--- config.mk ---
export PLATFORM = sky130hd
export DESIGN_NAME = outagu
export DESIGN_NICKNAME = d
export VERILOG_FILES = /design/src/rtl/mvu_pkg.sv /design/src/rtl/outagu_nest.sv /design/src/rtl/outagu.sv
export SDC_FILE = /design/constraint.sdc
export NUM_CORES = 1
export LEC_CHECK = 0
export ABC_CLOCK_PERIOD_IN_PS = 13000
export CAP_MARGIN = 30
export CORE_UTILIZATION = 30
export DETAILED_ROUTE_END_ITERATION = 8
export HOLD_SLACK_MARGIN = 0.02
export PLACE_DENSITY_LB_ADDON = 0.2
export SLEW_MARGIN = 20
export SYNTH_ARGS = -nofsm -noshare
export SYNTH_HDL_FRONTEND = slang
export SYNTH_SLANG_ARGS = --single-unit
--- constraint.sdc ---
create_clock -name clk -period 13 [get_ports clk]
set_input_delay 2.6 -clock clk [delete_from_list [all_inputs] [get_ports clk]]
set_output_delay 2.6 -clock clk [all_outputs]
set_load 0.005 [all_outputs]
--- src/rtl/mvu_pkg.sv ---
// Shared MVU definitions: datapath widths and the job configuration record
// captured by the address generators when a job is launched.
package mvu_pkg;

   localparam int BPREC    = 6;
   localparam int BDBANKA  = 15;
   localparam int BDBANKW  = 64;
   localparam int BWLENGTH = 8;

   typedef struct packed {
      logic [BPREC-1:0]    prec;
      logic [BDBANKA-1:0]  base;
      logic [BDBANKA-1:0]  jump0;
      logic [BDBANKA-1:0]  jump1;
      logic [BDBANKA-1:0]  jump2;
      logic [BWLENGTH-1:0] length0;
      logic [BWLENGTH-1:0] length1;
      logic [BWLENGTH-1:0] length2;
   } jobCfg_t;

   // A zero precision would leave the bit counter without a terminal value.
   function automatic logic [BPREC-1:0] effPrec(input logic [BPREC-1:0] p);
      return (p == '0) ? BPREC'(1) : p;
   endfunction

endpackage

--- src/rtl/outagu_nest.sv ---
// Bit-plane / 3-level loop counter nest producing a data-memory address.
// Steps once per handled plane; wraps back to the origin after the last plane.
module outagu_nest
   import mvu_pkg::*;
(
   input  logic               clk,
   input  logic               clr,
   input  logic               clear_i,
   input  logic               step_i,
   input  jobCfg_t            cfg_i,
   output logic [BDBANKA-1:0] addr_o,
   output logic               last_o
);

   logic [BPREC-1:0]    plane_q, plane_d;
   logic [BWLENGTH-1:0] c0_q, c0_d;
   logic [BWLENGTH-1:0] c1_q, c1_d;
   logic [BWLENGTH-1:0] c2_q, c2_d;
   logic [BDBANKA-1:0]  addr_q, addr_d;
   logic [BPREC-1:0]    planeMax;

   assign planeMax = cfg_i.prec - BPREC'(1);

   // Innermost level is the bit-plane; loop levels only advance when it wraps.
   always_comb begin
      plane_d = plane_q;
      c0_d    = c0_q;
      c1_d    = c1_q;
      c2_d    = c2_q;
      addr_d  = addr_q;
      if (clear_i) begin
         plane_d = '0;
         c0_d    = '0;
         c1_d    = '0;
         c2_d    = '0;
         addr_d  = '0;
      end else if (step_i) begin
         if (plane_q < planeMax) begin
            plane_d = plane_q + BPREC'(1);
         end else begin
            plane_d = '0;
            if (c0_q < cfg_i.length0) begin
               c0_d   = c0_q + BWLENGTH'(1);
               addr_d = addr_q + cfg_i.jump0;
            end else if (c1_q < cfg_i.length1) begin
               c0_d   = '0;
               c1_d   = c1_q + BWLENGTH'(1);
               addr_d = addr_q + cfg_i.jump1;
            end else if (c2_q < cfg_i.length2) begin
               c0_d   = '0;
               c1_d   = '0;
               c2_d   = c2_q + BWLENGTH'(1);
               addr_d = addr_q + cfg_i.jump2;
            end else begin
               c0_d   = '0;
               c1_d   = '0;
               c2_d   = '0;
               addr_d = '0;
            end
         end
      end
   end

   always_ff @(posedge clk or posedge clr) begin
      if (clr) begin
         plane_q <= '0;
         c0_q    <= '0;
         c1_q    <= '0;
         c2_q    <= '0;
         addr_q  <= '0;
      end else begin
         plane_q <= plane_d;
         c0_q    <= c0_d;
         c1_q    <= c1_d;
         c2_q    <= c2_d;
         addr_q  <= addr_d;
      end
   end

   assign last_o = (plane_q == planeMax) && (c0_q == cfg_i.length0) &&
                   (c1_q == cfg_i.length1) && (c2_q == cfg_i.length2);

   assign addr_o = cfg_i.base + addr_q + BDBANKA'(plane_q);

endmodule

--- src/rtl/outagu.sv ---
// Output-side address generator: buffers quantized bit-planes in a 2-entry
// FIFO and writes them to the data bank in the input-side bit-serial layout.
module outagu
   import mvu_pkg::*;
(
   input  logic                clk,
   input  logic                clr,
   input  logic                start,
   input  logic [BPREC-1:0]    oprecision,
   input  logic [BDBANKA-1:0]  obaseaddr,
   input  logic [BDBANKA-1:0]  ojump0,
   input  logic [BDBANKA-1:0]  ojump1,
   input  logic [BDBANKA-1:0]  ojump2,
   input  logic [BWLENGTH-1:0] olength0,
   input  logic [BWLENGTH-1:0] olength1,
   input  logic [BWLENGTH-1:0] olength2,
   input  logic                in_valid,
   input  logic [BDBANKW-1:0]  in_data,
   output logic                in_ready,
   output logic                wr_req,
   input  logic                wr_grant,
   output logic [BDBANKA-1:0]  wr_addr,
   output logic [BDBANKW-1:0]  wr_data,
   output logic                busy,
   output logic                done
);

   jobCfg_t             cfg_q;
   jobCfg_t             jobCfg;
   jobCfg_t             wrCfg;
   logic                busy_q;
   logic                done_q;
   logic                accLast_q;
   logic [1:0]          fifoCount_q;
   logic                wrPtr_q;
   logic                rdPtr_q;
   logic [BDBANKW-1:0]  fifoMem_q [2];
   logic                startJob;
   logic                push;
   logic                pop;
   logic                accLast;
   logic                wrLast;
   logic [BDBANKA-1:0]  unusedAccAddr;

   assign jobCfg = '{prec:    effPrec(oprecision),
                     base:    obaseaddr,
                     jump0:   ojump0,
                     jump1:   ojump1,
                     jump2:   ojump2,
                     length0: olength0,
                     length1: olength1,
                     length2: olength2};

   // While idle the write address tracks the live base input, not a stale job.
   always_comb begin
      wrCfg = cfg_q;
      if (!busy_q) begin
         wrCfg.base = obaseaddr;
      end
   end

   assign startJob = start & ~busy_q;
   assign in_ready = busy_q & ~accLast_q & (fifoCount_q != 2'd2);
   assign wr_req   = (fifoCount_q != 2'd0);
   assign push     = in_valid & in_ready;
   assign pop      = wr_req & wr_grant;
   assign wr_data  = fifoMem_q[rdPtr_q];
   assign busy     = busy_q;
   assign done     = done_q;

   outagu_nest accNest (
      .clk     (clk),
      .clr     (clr),
      .clear_i (startJob),
      .step_i  (push),
      .cfg_i   (cfg_q),
      .addr_o  (unusedAccAddr),
      .last_o  (accLast)
   );

   outagu_nest wrNest (
      .clk     (clk),
      .clr     (clr),
      .clear_i (startJob),
      .step_i  (pop),
      .cfg_i   (wrCfg),
      .addr_o  (wr_addr),
      .last_o  (wrLast)
   );

   // Job control and FIFO; push and pop are independent, so a full FIFO
   // only reopens the cycle after a grant drains an entry.
   always_ff @(posedge clk or posedge clr) begin
      if (clr) begin
         cfg_q        <= '0;
         busy_q       <= 1'b0;
         done_q       <= 1'b0;
         accLast_q    <= 1'b0;
         fifoCount_q  <= 2'd0;
         wrPtr_q      <= 1'b0;
         rdPtr_q      <= 1'b0;
         fifoMem_q[0] <= '0;
         fifoMem_q[1] <= '0;
      end else begin
         done_q <= 1'b0;
         if (startJob) begin
            cfg_q       <= jobCfg;
            busy_q      <= 1'b1;
            accLast_q   <= 1'b0;
            fifoCount_q <= 2'd0;
            wrPtr_q     <= 1'b0;
            rdPtr_q     <= 1'b0;
         end else begin
            if (push) begin
               fifoMem_q[wrPtr_q] <= in_data;
               wrPtr_q            <= ~wrPtr_q;
               if (accLast) begin
                  accLast_q <= 1'b1;
               end
            end
            if (pop) begin
               rdPtr_q <= ~rdPtr_q;
               if (wrLast) begin
                  busy_q <= 1'b0;
                  done_q <= 1'b1;
               end
            end
            case ({push, pop})
               2'b10:   fifoCount_q <= fifoCount_q + 2'd1;
               2'b01:   fifoCount_q <= fifoCount_q - 2'd1;
               default: fifoCount_q <= fifoCount_q;
            endcase
         end
      end
   end

endmodule

==> flow_metrics.env <==
export IMPL_run_status="complete, no violations"
export IMPL_clk_pin_slew_ns=0.05
export IMPL_critPathKind="in -> out"
export IMPL_critical_path_cell_chain="clkdlybuf4s50_1 -> mux2_2 -> fa_1 -> ha_1 -> fa_1 -> a21o_1 -> a21oi_1 -> nor2b_1 -> o21a_1 -> or3_1 -> a31oi_1 -> xnor2_1 -> clkdlybuf4s50_1"
export IMPL_htree_num_levels=2
export IMPL_dp_hpwl_um=35100
export IMPL_placed_cell_area_um2=20600
export IMPL_final_cells=2733
export IMPL_switchingPower_mw=1.60
export IMPL_switching_share=0.341
export IMPL_period_minus_slack_ns=8.97
export IMPL_rr_worst_depth=9
export IMPL_max_freq_mhz=111
export IMPL_timing_final_crit_share=0.690
export IMPL_ys_types=76
export IMPL_io_pin_count=242
export IMPL_insertion_delay_ns=0.56
export IMPL_rows=87
export IMPL_overflow=0
export IMPL_port_buffer_count=241
export IMPL_p_int_mw=3.10
export IMPL_worstPathArrival_ns=6.37
export IMPL_yosysSeqAreaShare=0.432
export IMPL_synth_top_flop_cell="dfrtp_1"
export IMPL_track_usage=0.167
export IMPL_root_buffer="clkbuf_16"
export IMPL_power_leakage_nw=9.87
export IMPL_drv_cap=0
export IMPL_worstHoldPathCells=2
export IMPL_finalSetupTns_ns=0
export IMPL_synth_nets=2011
export IMPL_dr_pass1_iters=5
export IMPL_dieArea_um2=58900
export IMPL_drive_above_1_share=0.156
export IMPL_pwr_share_clk=0.229
export IMPL_grt_max_degree=143
export IMPL_hold_class="reg -> reg"
export IMPL_core_region_area_um2=56800
export IMPL_worst_pin_slew_ns=0.941
export IMPL_crit_required_ns=10.40
export IMPL_rrSetupSlack_ns=9.40
export IMPL_report_final_slew_viol_count=0
export IMPL_vias=13461
export IMPL_initial_core_util=0.306
export IMPL_final_common_cell="dfrtp_1"
export IMPL_maxSlewHeadroom=0.373
export IMPL_setup_violations=0
export IMPL_dp_cells=2659
export IMPL_antenna_found_initial=3
export IMPL_layout_common_cells="299 x dfrtp_1, 297 x nand2_1, 241 x clkdlybuf4s50_1"
export IMPL_die_w_um=243
export IMPL_hold_viol_final=0
export IMPL_powerDensity_nw_per_um2=214
export IMPL_worst_r2r_endpoint="wrNest.c2_q[7]$_DFFE_PP0P_"
export IMPL_synthArstFlopShare=1.00
export IMPL_grt_pass1_vias=13980
export IMPL_crit_family="adder cells"
export IMPL_seqPwrFrac=0.310
export IMPL_avgSynthCellArea_um2=10.1
export IMPL_place_gp_congestion=0.850
export IMPL_r2r_start="busy$_DFFE_PP0P_"
export IMPL_wirelength_um=48900
export IMPL_holdCritStartpoint="cfg_q[72]$_DFFE_PP0P_"
export IMPL_ys_warn_count=0
export IMPL_cp_slowest_cell="clkdlybuf4s50_1"
export IMPL_clock_sinks=300
export IMPL_synthCells=1715
export IMPL_ctsHoldBuffers=0
export IMPL_postCtsSetupRepairBufs=0
export IMPL_synth_seq_cells=300
export IMPL_fin_area_um2=22000
export IMPL_worst_path_largest_cell_delay_ns=0.54
export IMPL_crit_fanout=3
export IMPL_hold_end="cfg_q[72]$_DFFE_PP0P_"
export IMPL_syn2layout_area_growth_pct=26.4
export IMPL_power_frac_comb=0.461
export IMPL_start_kind="input pin"
export IMPL_dieHeight_um=243
export IMPL_cts_tree="built"
export IMPL_nNetsFinal=2243
export IMPL_finalCoreUtilization=0.387
export IMPL_drt_antenna_violating_nets=0
export IMPL_wl_per_cell_um=17.9
export IMPL_grt_pass1_wl_um=78600
export IMPL_clockBufferDepth=3
export IMPL_timing_critical_path_buf_inv=2
export IMPL_cts_buffers=39
export IMPL_finClkSkew_ns=0.0240
export IMPL_synth_area_um2=17400
export IMPL_drt_iter0_drc=676
export IMPL_post_cts_resized=0
export IMPL_synth_edf_count=0
export IMPL_rsz0062_at_grt="false"
export IMPL_end_kind="primary output"
export IMPL_avgViaCountPerCell=4.93
export IMPL_drc=0
export IMPL_ir_drop_mv=0.158
cell usage after synthesis (all sizes together), types with 6 or more instances:
cell | n | area (um^2)
o31ai | 12 | 90.1
a21o | 26 | 195
buf | 10 | 53.8
dfrtp | 300 | 7510
or2 | 9 | 56.3
nor2 | 61 | 231
inv | 54 | 203
nor2b | 15 | 93.8
o22ai | 6 | 43.8
nand4 | 18 | 113
clkbuf | 54 | 203
mux2i | 11 | 110
nand2b | 17 | 106
or3 | 10 | 67.6
a211oi | 10 | 80.1
a221o | 6 | 60.1
nor3 | 22 | 110
o21bai | 7 | 52.6
and3 | 27 | 169
o21ai | 120 | 604
nand2 | 298 | 1120
mux2 | 206 | 2320
xnor2 | 44 | 385
o211ai | 7 | 52.6
nor4 | 6 | 37.5
a2bb2oi | 8 | 70.1
ha | 127 | 1590
a21oi | 56 | 280
fa | 10 | 200
nand3 | 51 | 260
xor2 | 19 | 166
o21a | 9 | 67.6
a31oi | 8 | 50.1
and2 | 8 | 52.6
power by group through the flow:
stage          Sequential [mW]  Combinational [mW]  Clock (mW)
2_1_floorplan             1.38                1.34           0
3_3_place_gp              1.46                2.13           0
3_5_place_dp              1.48                2.15           0
4_1_cts                   1.46                2.18        1.11
5_1_grt                   1.50                2.39        1.15
6_report                  1.45                2.17        1.08
worst max-delay path by stage:
stage / from / to / slack (ns) / depth (start not counted)
2_1_floorplan: clr / accLast_q$_DFFE_PP0P_ / 2.11 / 1
3_3_place_gp: obaseaddr[1] / wr_addr[11] / 4.11 / 13
3_5_place_dp: obaseaddr[1] / wr_addr[11] / 4.07 / 13
4_1_cts: obaseaddr[1] / wr_addr[9] / 4.03 / 13
5_1_grt: obaseaddr[1] / wr_addr[9] / 3.80 / 13
6_report: obaseaddr[1] / wr_addr[9] / 4.03 / 13
state kept, by name, summed over array words and instances (netlist names), 2 cells and up:
register / flops
wrNest.c0_q: 8
wrNest.c2_q: 8
accNest.c0_q: 8
wrNest.addr_q: 15
cfg_q: 90
wrNest.plane_q: 6
accNest.c1_q: 8
accNest.c2_q: 8
fifoCount_q: 2
wrNest.c1_q: 8
accNest.plane_q: 6
fifoMem_q: 128
metal layers:
metal	share of wire	GRT usage	vias to the layer above
li1	-	-	6585
met5	0.00049	0	-
met1	0.46	0.220	6561
met4	0.027	0.0525	4
met3	0.042	0.0330	75
met2	0.47	0.275	236
worst min-delay path: stages (launching register included):
cell and delay (ns):
dfrtp_1 0.33, nand2_1 0.05, nand2_1 0.05
through the flow:
step / setup WS (ns) / hold WS [ns] / power (mW)
after floorplan: 2.11 / 0.440 / 2.73
after global placement: 4.11 / 0.454 / 3.59
after detailed placement: 4.07 / 0.457 / 3.63
after CTS: 4.03 / 0.471 / 4.75
after global routing: 3.80 / 0.496 / 5.03
final: 4.03 / 0.465 / 4.70
final cells by class:
cell class                 count  area, um^2
antenna                        1        2.50
clock buffer                  60        1200
clock inverter                10        92.6
fill                        5641       34900
inverter                      54         210
multi-input combinational   1297        9430
sequential                   300        7510
tap                          756         946
timing repair buffer         255        2580
cell families after synthesis:
family | after synthesis | synth area share
AO/OA/AOI/OAI | 327 | 0.122
XOR/XNOR | 64 | 0.0331
adder cells (fa/ha/maj) | 138 | 0.104
buffers and inverters | 118 | 0.0264
flip-flops | 300 | 0.432
multiplexers | 217 | 0.140
AND/OR/NAND/NOR | 551 | 0.143
Note: power is estimated with default switching activity, not from simulation.
